File: config.mk
export PLATFORM = sky130hd
export DESIGN_NAME = uart_tx
export DESIGN_NICKNAME = d
export VERILOG_FILES = /design/src/rtl/uart_tx.sv
export SDC_FILE = /design/constraint.sdc
export NUM_CORES = 1
export LEC_CHECK = 0
export CELL_PAD_IN_SITES_DETAIL_PLACEMENT = 0
export CELL_PAD_IN_SITES_GLOBAL_PLACEMENT = 2
export CORE_MARGIN = 2
export CORE_UTILIZATION = 33
export CTS_CLUSTER_SIZE = 40
export DETAILED_ROUTE_END_ITERATION = 7
export GPL_TIMING_DRIVEN = 1
export PLACE_DENSITY_LB_ADDON = 0.1
export SLEW_MARGIN = 20
export SYNTH_ARGS = -nofsm -noshare
export SYNTH_HDL_FRONTEND = slang
export SYNTH_SLANG_ARGS = --single-unit
File: constraint.sdc
create_clock -name clk -period 2.02 [get_ports clk]
set_clock_uncertainty 0.15 [all_clocks]
set_input_delay 0.404 -clock clk [delete_from_list [all_inputs] [get_ports clk]]
set_output_delay 0.404 -clock clk [all_outputs]
set_load 0.05 [all_outputs]
File: src/rtl/uart_tx.sv
// uart_tx: 8E1/8O1 UART transmitter, bit timing shared with uart_rx.
// Frame: START(0), DATA[0..7] LSB first, PARITY, STOP(1); each bit lasts 2*BAUD_RATE clocks.
// Optional build macro UART_TX_FIFO_EN adds a 4-entry input FIFO ahead of the FSM;
// without it a single transfer is in flight and tx_ready drops until the last stop cycle.

`ifndef BAUD6M_CLK48M
`define BAUD6M_CLK48M 4
`endif

module uart_tx #(
  parameter int unsigned BAUD_RATE = `BAUD6M_CLK48M,  // half-bit period in clk cycles
  parameter bit          PARITY    = 1'b0             // 0 = even, 1 = odd
) (
  input  logic       clk,
  input  logic       reset,
  input  logic       tx_start,
  input  logic [7:0] data_to_send,
  output logic       tx,
  output logic       tx_ready,
  output logic       tx_done,
  output logic [2:0] curr_state
);

  localparam int unsigned BitCycles = 2 * BAUD_RATE;
  localparam int unsigned CntW      = (BitCycles > 1) ? $clog2(BitCycles) : 1;
  localparam logic [CntW-1:0] CntLast   = CntW'(BitCycles - 1);
  localparam logic [CntW-1:0] CntPenult = CntW'(BitCycles - 2);

  typedef enum logic [2:0] {
    StIdle   = 3'd0,
    StStart  = 3'd1,
    StData   = 3'd2,
    StParity = 3'd3,
    StStop   = 3'd4
  } state_e;

  state_e          state_q;
  logic [CntW-1:0] bit_cnt_q;
  logic [2:0]      bit_idx_q;
  logic [8:0]      shift_q;   // {parity, data}; bit 0 is the next bit to drive
  logic            tx_q;
  logic            done_q;
  logic            ready_q;

  logic            bit_end;
  logic            stop_last;
  logic            load;
  logic [7:0]      load_data;
  logic            load_par;

  assign bit_end   = (bit_cnt_q == CntLast);
  assign stop_last = (state_q == StStop) && bit_end;

`ifdef UART_TX_FIFO_EN

  logic [7:0] fifo_mem_q [4];
  logic [1:0] wr_ptr_q;
  logic [1:0] rd_ptr_q;
  logic [2:0] count_q;
  logic [2:0] count_d;
  logic       push;
  logic       pop;

  assign push = tx_start && ready_q;
  // The FSM takes a byte whenever it would otherwise idle, including the
  // last stop cycle so queued frames go out back-to-back.
  assign pop  = ((state_q == StIdle) || stop_last) && (count_q != 3'd0);

  // Occupancy follows push/pop; simultaneous push and pop leaves it unchanged
  always_comb begin
    count_d = count_q;
    case ({push, pop})
      2'b10:   count_d = count_q + 3'd1;
      2'b01:   count_d = count_q - 3'd1;
      default: count_d = count_q;
    endcase
  end

  // FIFO storage, pointers and the registered not-full flag
  always_ff @(posedge clk or posedge reset) begin
    if (reset) begin
      for (int i = 0; i < 4; i++) begin
        fifo_mem_q[i] <= 8'h00;
      end
      wr_ptr_q <= 2'd0;
      rd_ptr_q <= 2'd0;
      count_q  <= 3'd0;
      ready_q  <= 1'b1;
    end else begin
      if (push) begin
        fifo_mem_q[wr_ptr_q] <= data_to_send;
        wr_ptr_q             <= wr_ptr_q + 2'd1;
      end
      if (pop) begin
        rd_ptr_q <= rd_ptr_q + 2'd1;
      end
      count_q <= count_d;
      ready_q <= (count_d != 3'd4);
    end
  end

  assign load      = pop;
  assign load_data = fifo_mem_q[rd_ptr_q];

`else

  // ready_q is only high in IDLE or the last stop cycle, so this is always a
  // legal point to start a frame.
  assign load      = tx_start && ready_q;
  assign load_data = data_to_send;

`endif

  assign load_par = (^load_data) ^ PARITY;

  // Frame sequencer: bit timing, shifting and all registered outputs
  always_ff @(posedge clk or posedge reset) begin
    if (reset) begin
      state_q   <= StIdle;
      bit_cnt_q <= '0;
      bit_idx_q <= 3'd0;
      shift_q   <= 9'd0;
      tx_q      <= 1'b1;
      done_q    <= 1'b0;
`ifndef UART_TX_FIFO_EN
      ready_q   <= 1'b1;
`endif
    end else begin
      done_q <= 1'b0;
      if (load) begin
        // Start bit goes on the line the cycle after the byte is taken
        state_q   <= StStart;
        bit_cnt_q <= '0;
        bit_idx_q <= 3'd0;
        shift_q   <= {load_par, load_data};
        tx_q      <= 1'b0;
`ifndef UART_TX_FIFO_EN
        ready_q   <= 1'b0;
`endif
      end else begin
        case (state_q)
          StIdle: begin
            tx_q      <= 1'b1;
            bit_cnt_q <= '0;
          end
          StStart: begin
            if (bit_end) begin
              bit_cnt_q <= '0;
              bit_idx_q <= 3'd0;
              tx_q      <= shift_q[0];
              shift_q   <= shift_q >> 1;
              state_q   <= StData;
            end else begin
              bit_cnt_q <= bit_cnt_q + CntW'(1);
            end
          end
          StData: begin
            if (bit_end) begin
              bit_cnt_q <= '0;
              // After the eighth data bit the shifter presents the parity bit
              tx_q      <= shift_q[0];
              shift_q   <= shift_q >> 1;
              if (bit_idx_q == 3'd7) begin
                state_q <= StParity;
              end else begin
                bit_idx_q <= bit_idx_q + 3'd1;
              end
            end else begin
              bit_cnt_q <= bit_cnt_q + CntW'(1);
            end
          end
          StParity: begin
            if (bit_end) begin
              bit_cnt_q <= '0;
              tx_q      <= 1'b1;
              state_q   <= StStop;
            end else begin
              bit_cnt_q <= bit_cnt_q + CntW'(1);
            end
          end
          StStop: begin
            if (bit_end) begin
              bit_cnt_q <= '0;
              tx_q      <= 1'b1;
              state_q   <= StIdle;
            end else begin
              bit_cnt_q <= bit_cnt_q + CntW'(1);
              // Entering the final stop cycle: flag completion and reopen the
              // handshake so the next frame can follow with no idle gap.
              if (bit_cnt_q == CntPenult) begin
                done_q  <= 1'b1;
`ifndef UART_TX_FIFO_EN
                ready_q <= 1'b1;
`endif
              end
            end
          end
          default: begin
            state_q   <= StIdle;
            bit_cnt_q <= '0;
            tx_q      <= 1'b1;
          end
        endcase
      end
    end
  end

  assign tx         = tx_q;
  assign tx_ready   = ready_q;
  assign tx_done    = done_q;
  assign curr_state = state_q;

  // tx_done is a stop-bit event: line high, FSM in STOP, single-cycle pulse
  assert property (@(posedge clk) disable iff (reset) tx_done |-> (state_q == StStop) && tx);
  assert property (@(posedge clk) disable iff (reset) tx_done |=> !tx_done);

endmodule

==> results_dict.tcl, run 1 <==
set metrics [dict create \
    end_kind "register" \
    p_per_area_nw_per_um2 1160 \
    die_x_um 62.8 \
    dpl.hpwl_um 1580 \
    synth.area.mux_share_pct 3.07 \
    cts_tree "yes" \
    synth_top_cell_by_area "dfrtp_1" \
    grt_pass1_wl_um 3950 \
    placedCellCount 175 \
    core_um2 3340 \
    wl_um 2180 \
    antennaDiodeCount 0 \
    ant_nets 0 \
    ys_warn_count 0 \
    startpoint "bit_cnt_q[0]" \
    cts_max_level 1 \
    start_util_pct 34.2 \
    start_kind "register" \
    cts_buffers 3 \
    peakVddDrop_mv 0.460 \
    clock-sinks 21 \
    dieArea_um2 3950 \
    finalSetupTns_ns 0 \
    finalHoldViolations 0 \
    num_rows 21 \
    synthFlopType "dfrtp_1" \
    synthDistinctLibCells 34 \
    fmax_mhz 552 \
    ys_seq_elements 21 \
    max_cap_viol_count 0 \
    path_clk_slew_ns 0.12 \
    portBuffers 16 \
    synth_xor_area_share_pct 8.54 \
    drtIter0Drc 43 \
    synth_area_um2 1140 \
    stdcell_count 179 \
    r2r_end "shift_q[2]" \
    cp.required_ns 2.09 \
    clk_path_buf_depth 2 \
    wl_per_cell_um 12.2 \
    reg2regPathDepth 7 \
    yosysTopAreaCellShare_pct 41.6 \
    synth_edf_count 0 \
    viasPerCell 4.52 \
    syn_avg_cell_area_um2 10.0 \
    cts_setup_buffers 0 \
    nFillCells 338 \
    syn_to_final_growth_pct 23.1 \
    regToRegStartpoint "bit_cnt_q[0]" \
    rsz0062_at_grt "false" \
    synth-compound-area-share_pct 11.0 \
    reg2reg_slack_ns 0.21 \
    arrival_ns 1.88 \
    final_max_slew_viol_count 0 \
    hold_class "input pin to async pin" \
    pin_count 17 \
    synth_top_family_by_area "simple AND/OR/NAND/NOR gates" \
    globalplace.congestion 0.716 \
    grt_pass1_vias 807 \
    drt_pass1_iterations 3 \
    die_h_um 62.8 \
    layout.nets 150 \
    layout-drive-gt1-share_pct 20.3 \
    period_share_pct 89.6 \
    num_vias 809 \
    total_power_w 0.00164 \
    insertion_delay_ns 0.30 \
    clockRootBuffer "clkbuf_4" \
    worst-slew-pin-transition_ns 0.498 \
    setup_viol 0 \
    drc 0 \
    async_reset_ff_share_pct 100 \
    p_leak_nw 0.620 \
    antenna_found_initial 0 \
    synth_seq_area_share_pct 46.2 \
    grt_max_degree 22 \
    mappedNetlistNets 130 \
    synthSimpleGateAreaFrac_pct 19.8 \
    syn_inst 114 \
    synth-adder-area-share_pct 5.48 \
    grt_overflow 0 \
    path_max_fanout 17 \
    status "completed" \
    critPathKind "register to register" \
    min_period_ns 1.81 \
    synthTopCellsByArea "dfrtp_1, nand2_1, ha_1" \
    maxSlewHeadroom_pct 66.8 \
    grt_usage_pct 12.8 \
]
==> final cells by class <==
type	count	area, um2	area share (%)
clock buffer	4	26.3	1.87
inverter	5	18.8	1.33
multi-input combinational	82	556	39.5
sequential	21	528	37.5
tap	46	57.6	4.09
timing repair buffer	21	220	15.7
==> what timing repair did <==
item	4_1_cts	5_1_grt
endpoints found under the setup margin	0	2
gates resized for setup	0	2
hold buffers	0	0
==> kinds of logic (layout without fill, tap and decap cells) <==
logic type                 Yosys count  after routing
buffers and inverters               11             30
adders and majority gates            5              5
DFF                                 21             21
AOI/OAI and AO/OA                   17             17
muxes                                3              3
xor gates and xnor gates             9              9
and+or+nand+nor                     48             48
==> worst max path at each step <==
stage	end	slack (ns)	cells after the start
finish	shift_q[2]	0.21	7
global route	shift_q[2]	0.09	7
CTS	tx_ready	0.11	5
detailed placement	tx	0.14	5
global placement	tx	0.17	5
floorplan	tx	0.19	5
==> synthesized netlist by cell type, types with 2 or more instances <==
cell type,count
nand2_1,18
mux2i_1,2
ha_1,5
dfrtp_1,19
and2_1,2
nor3_1,4
dfstp_2,2
inv_1,4
xor2_1,3
a31oi_1,8
clkbuf_1,2
a22oi_1,2
buf_6,2
nor2_1,15
o21ai_0,3
xnor2_1,5
==> per-stage QoR <==
stage | hold WS (ns) | setup WS [ns] | utilization [%] | area, um2
finish | 0.261 | 0.209 | 42.1 | 1410
global route | 0.277 | 0.0901 | 42.1 | 1410
CTS | 0.261 | 0.108 | 41.9 | 1400
detailed placement | 0.310 | 0.138 | 41.1 | 1370
global placement | 0.301 | 0.173 | 41.1 | 1370
floorplan | 0.229 | 0.188 | - | 1140
==> state kept, by name (all words and copies together) (netlist names) <==
signal	cells
tx_ready	1
curr_state	3
shift_q	9
tx	1
bit_idx_q	3
tx_done	1
bit_cnt_q	3
==> cells in the final DEF (no fill, tap or decap), types with 2 or more instances in the layout <==
cell / netlist / routed
xor2_1: 3 / 3
buf_4: 0 / 8
dfrtp_1: 19 / 19
a22oi_1: 2 / 2
clkdlybuf4s50_1: 0 / 10
nor3_1: 4 / 4
and2_1: 2 / 2
o21ai_0: 3 / 3
dfstp_2: 2 / 2
xnor2_1: 5 / 5
inv_1: 4 / 4
buf_12: 0 / 3
mux2i_1: 2 / 2
ha_1: 5 / 4
nor2_1: 15 / 15
a31oi_1: 8 / 8
nand2_1: 18 / 18
clkbuf_4: 0 / 3
==> where the power goes <==
group / total (W) / internal (W) / switching, W
registers: 0.000758 / 0.000592 / 0.000166
logic: 0.000671 / 0.000350 / 0.000321
clock network: 0.000209 / 0.0000770 / 0.000132
total: 0.00164 / 0.00102 / 0.000619
==> critical path, stage by stage, from the launching register on <==
cell and delay (ns):
dfrtp_1 0.39, ha_1 0.16, ha_2 0.27, inv_2 0.07
o31ai_4 0.20, buf_4 0.24, nor2_1 0.06, a31oi_1 0.17
==> per-layer routing <==
| metal | global-route usage [%] | wire length [um] | vias to the layer above |
|---|---|---|---|
| met5 | 0 | 0 | - |
| met4 | 5.83 | 22 | 0 |
| met3 | 2.52 | 68 | 2 |
| met2 | 17.6 | 894 | 11 |
| met1 | 19.0 | 1190 | 372 |
| li1 | - | - | 424 |
Note: power is estimated with default switching activity, not from simulation.
==> inputs of run 2 (changes only) <==
Settings changed: CORE_MARGIN 2 to 8.
==> run 2 against run 1 <==
  * Wire length is 6.6% higher
  * Global-route usage fell by 3.3 points
  * Clock-buffer cell count decreased by 1
  * Combinational power about the same
  * Critical path depth stayed put
  * Total power decreased by 0.11%
  * Sequential cell count stayed put
  * Sequential share of layout area fell by 0.36 points
  * Final cell count unchanged
  * First-iteration DRC count decreased by 28%
==> results_dict.tcl, run 2 (synthesis gave the netlist of run 1 again) <==
set metrics [dict create \
    status "completed" \
    path_clk_slew_ns 0.12 \
    end_kind "register" \
    critPathKind "register to register" \
    num_vias 825 \
    syn_to_final_growth_pct 24.3 \
    clk_path_buf_depth 2 \
    cts_setup_buffers 0 \
    dp_slack_ns 0.112 \
    num_rows 21 \
    cp.required_ns 2.10 \
    nFillCells 338 \
    ant_nets 0 \
    final_core_util_pct 42.6 \
    core_um2 3340 \
    drc 0 \
    antenna_found_initial 0 \
    wl_per_cell_um 13.0 \
    antennaDiodeCount 0 \
    drtIter0Drc 31 \
    cts_max_level 1 \
    reg2regPathDepth 7 \
    grt_max_degree 22 \
    dieArea_um2 5600 \
    top_register "shift_q" \
    peakVddDrop_mv 0.628 \
    largest_register_ffs 9 \
    cts_tree "yes" \
    reg2reg_slack_ns 0.21 \
    final_common_cell "dfrtp_1" \
    layout.nets 150 \
    maxSlewHeadroom_pct 66.8 \
    cts_buffers 3 \
    placed_area_um2 1380 \
    highest_layer "met4" \
    path_max_fanout 17 \
    finalSetupTns_ns 0 \
    stdcell_area_um2 1420 \
    period_share_pct 89.7 \
    die_h_um 74.8 \
    setup_viol 0 \
    max_cap_viol_count 0 \
    p_leak_nw 0.625 \
    insertion_delay_ns 0.30 \
    final_max_slew_viol_count 0 \
    rsz0062_at_grt "false" \
    clockRootBuffer "clkbuf_4" \
    start_kind "register" \
    wl_met1_um 1120 \
    fmax_mhz 552 \
    globalplace.congestion 0.673 \
    drt_pass1_iterations 4 \
    routed-wl-met2_um 1030 \
    start_util_pct 34.2 \
    fin_ws_ns 0.209 \
    startpoint "bit_cnt_q[0]" \
    grt_usage_pct 9.50 \
    wl_um 2320 \
    grt_pass1_wl_um 4060 \
    r2r_end "shift_q[2]" \
    layout-drive-gt1-share_pct 21.1 \
    arrival_ns 1.89 \
    layout_common_cells "dfrtp_1, nand2_1, nor2_1" \
    grt_pass1_vias 825 \
    pin_count 17 \
    finalHoldViolations 0 \
    portBuffers 16 \
    die_x_um 74.8 \
    regToRegStartpoint "bit_cnt_q[0]" \
    dpl.hpwl_um 1710 \
    worst-slew-pin-transition_ns 0.498 \
    met3WireLength_um 151 \
    grt_overflow 0 \
    clock-sinks 21 \
    hold_class "input pin to async pin" \
    viasPerCell 4.61 \
    p_per_area_nw_per_um2 1150 \
    min_period_ns 1.81 \
]
==> run 2: changes by cell type in the layout (fill, tap and decap cells not counted) <==
cell	previous run	this run
buf_4	8	7
clkinv_2	0	1
buf_12	3	4
clkbuf_1	1	0
==> run 2: how the worst max path moves through the flow <==
stage                             to  cells past startpoint
after floorplan                   tx                      5
final                     shift_q[2]                      7
after CTS                   tx_ready                      5
after global routing      shift_q[2]                      7
after global placement      tx_ready                      5
after detailed placement    tx_ready                      5
==> run 2: what timing repair did <==
| action | CTS | global route |
|---|---|---|
| hold buffers | 0 | 0 |
| resized for setup | 0 | 2 |
| setup endpoints to repair | 0 | 6 |
==> run 2: per-stage QoR <==
step	power [W]	instances	hold slack, ns
after floorplan	0.00127	114	0.229
after global placement	0.00143	175	0.304
after detailed placement	0.00144	175	0.316
after CTS	0.00166	179	0.283
after global routing	0.00179	179	0.277
final	0.00164	179	0.284
==> run 2: worst max-delay path: stages, from the launching register on <==
cell and delay (ns):
dfrtp_1 0.39, ha_1 0.16, ha_2 0.27, inv_2 0.08
o31ai_4 0.20, buf_4 0.24, nor2_1 0.06, a31oi_1 0.17
==> run 2: final cells by class <==
cell class	count	area, um2	share of cell area [%]
inverters	5	18.8	1.32
clock buffers	3	22.5	1.59
repair buffers	21	233	16.4
multi-input cells	82	556	39.1
flip-flops and latches	21	528	37.2
well taps	46	57.6	4.05
clock inverters	1	5.00	0.352
==> run 2: power by group <==
group	switching (W)	internal, W	total (W)	leakage [nW]
clock network	0.000135	0.0000738	0.000209	0.0177
registers	0.000166	0.000592	0.000757	0.257
logic	0.000320	0.000349	0.000670	0.350
==> run 2: routing by layer <==
metal	GRT usage, %	up-vias
met5	0	-
met4	3.91	0
met3	3.20	2
met2	13.5	16
met1	12.7	381
li1	-	426
==> inputs of run 3 (changes only) <==
Settings changed: CELL_PAD_IN_SITES_DETAIL_PLACEMENT 0 to 1, CELL_PAD_IN_SITES_GLOBAL_PLACEMENT 2 to 1, CORE_UTILIZATION 33 to 40.
==> run 3 against run 2 <==
  * Clock power is 3% lower
  * First-iteration DRC count is 13% lower
  * Global-route usage is 1.8 points higher
  * Highest routed layer unchanged
==> results_dict.tcl, run 3 (synthesis gave the netlist of run 1 again) <==
set metrics [dict create \
    dpl.hpwl_um 1900 \
    drt_pass1_iterations 3 \
    cp.required_ns 2.10 \
    fmax_mhz 533 \
    insertion_delay_ns 0.30 \
    regToRegStartpoint "bit_cnt_q[0]" \
    cts_max_level 1 \
    fin_ws_ns 0.143 \
    crit_family "simple AND/OR/NAND/NOR gates" \
    drc 0 \
    grt_max_degree 22 \
    finalHoldViolations 0 \
    globalplace.congestion 0.755 \
    layout_common_cells "dfrtp_1, nand2_1, nor2_1" \
    num_rows 19 \
    cts_setup_buffers 0 \
    max_stage_delay_ns 0.42 \
    min_period_ns 1.88 \
    startpoint "bit_cnt_q[0]" \
    p_per_area_nw_per_um2 1180 \
    end_kind "register" \
    final_common_cell "dfrtp_1" \
    cts_buffers 3 \
    hold_buffers 0 \
    layout-drive-gt1-share_pct 19.4 \
    antenna_found_initial 0 \
    setup_viol 0 \
    period_share_pct 92.9 \
    p_leak_nw 0.627 \
    critPathBufInv 0 \
    drtIter0Drc 27 \
    pin_count 17 \
    cp_cell_sequence "ha_1, ha_1, nor4b_1, nand3_1, mux2i_1" \
    arrival_ns 1.96 \
    grt_pass1_vias 956 \
    antennaDiodeCount 0 \
    dp_slack_ns 0.132 \
    num_vias 848 \
    dieArea_um2 4820 \
    layout.nets 151 \
    maxSlewHeadroom_pct 68.0 \
    viasPerCell 5.14 \
    cts_tree "yes" \
    multi_input_area_um2 547 \
    worst-slew-pin-transition_ns 0.479 \
    clock-sinks 21 \
    grt_pass1_wl_um 4590 \
    die_x_um 69.4 \
    cts_resized 0 \
    die_h_um 69.4 \
    largest_register_ffs 9 \
    core_um2 2730 \
    clk_path_buf_depth 2 \
    start_util_pct 41.8 \
    top_register "shift_q" \
    rsz0062_at_grt "false" \
    grt_usage_pct 11.3 \
    start_kind "register" \
    status "completed" \
    path_common_cell "ha_1" \
    clockRootBuffer "clkbuf_4" \
    finalSetupTns_ns 0 \
    path_clk_slew_ns 0.12 \
    hold_class "input pin to async pin" \
    wl_per_cell_um 15.1 \
    syn_to_final_growth_pct 21.4 \
    cp_slowest_cell "dfrtp_1" \
    ant_nets 0 \
    grt_overflow 0 \
    final_max_slew_viol_count 0 \
    regArea_um2 528 \
    peakVddDrop_mv 0.643 \
    max_cap_viol_count 0 \
    critPathKind "register to register" \
    path_max_fanout 8 \
    portBuffers 16 \
    nFillCells 322 \
    wl_um 2500 \
]
run 3: cell type report:
cell class                 instances  area share (%)
timing repair buffer              22            16.4
multi-input combinational         82            39.4
clock buffer                       4            1.90
sequential                        21            38.1
inverter                           5            1.35
tap                               31            2.80
run 3: routing by layer:
layer	vias up	share of wire, %	GRT usage (%)
li1	423	-	-
met1	411	47	14.1
met2	10	49	18.4
met3	4	2.5	2.00
met4	0	1.4	4.78
met5	-	0	0
run 3: tightest hold or removal path: stages:
cell	delay [ns]
clkdlybuf4s50_1	0.40
inv_1	0.06
buf_4	0.27
run 3: final timing paths:
kind | slack (ns) | to | cells after the start
worst max-delay path | 0.14 | tx_ready | 5
min in group clk | 0.33 | bit_cnt_q[0] | 1
worst min register to register | 0.33 | bit_cnt_q[0] | 1
worst min-delay path | 0.29 | bit_cnt_q[2] | 3
max in group asynchronous | 1.16 | tx | 3
worst max register to register | 0.14 | tx_ready | 5
run 3: where the power goes:
part,internal (W),switching (W),total [W]
Combinational,0.000348,0.000327,0.000675
Sequential,0.000593,0.000172,0.000764
Clock,0.0000769,0.000126,0.000203
Total,0.00102,0.000625,0.00164
run 3: stage by stage:
stage	hold WS [ns]	std cells	instance area, um2	util (%)	power (W)
5_1_grt	0.317	165	1390	50.7	0.00178
2_1_floorplan	0.229	114	1140	-	0.00127
3_5_place_dp	0.314	161	1360	49.7	0.00146
3_3_place_gp	0.309	161	1360	49.7	0.00143
4_1_cts	0.290	165	1390	50.7	0.00167
6_report	0.289	165	1390	50.7	0.00164
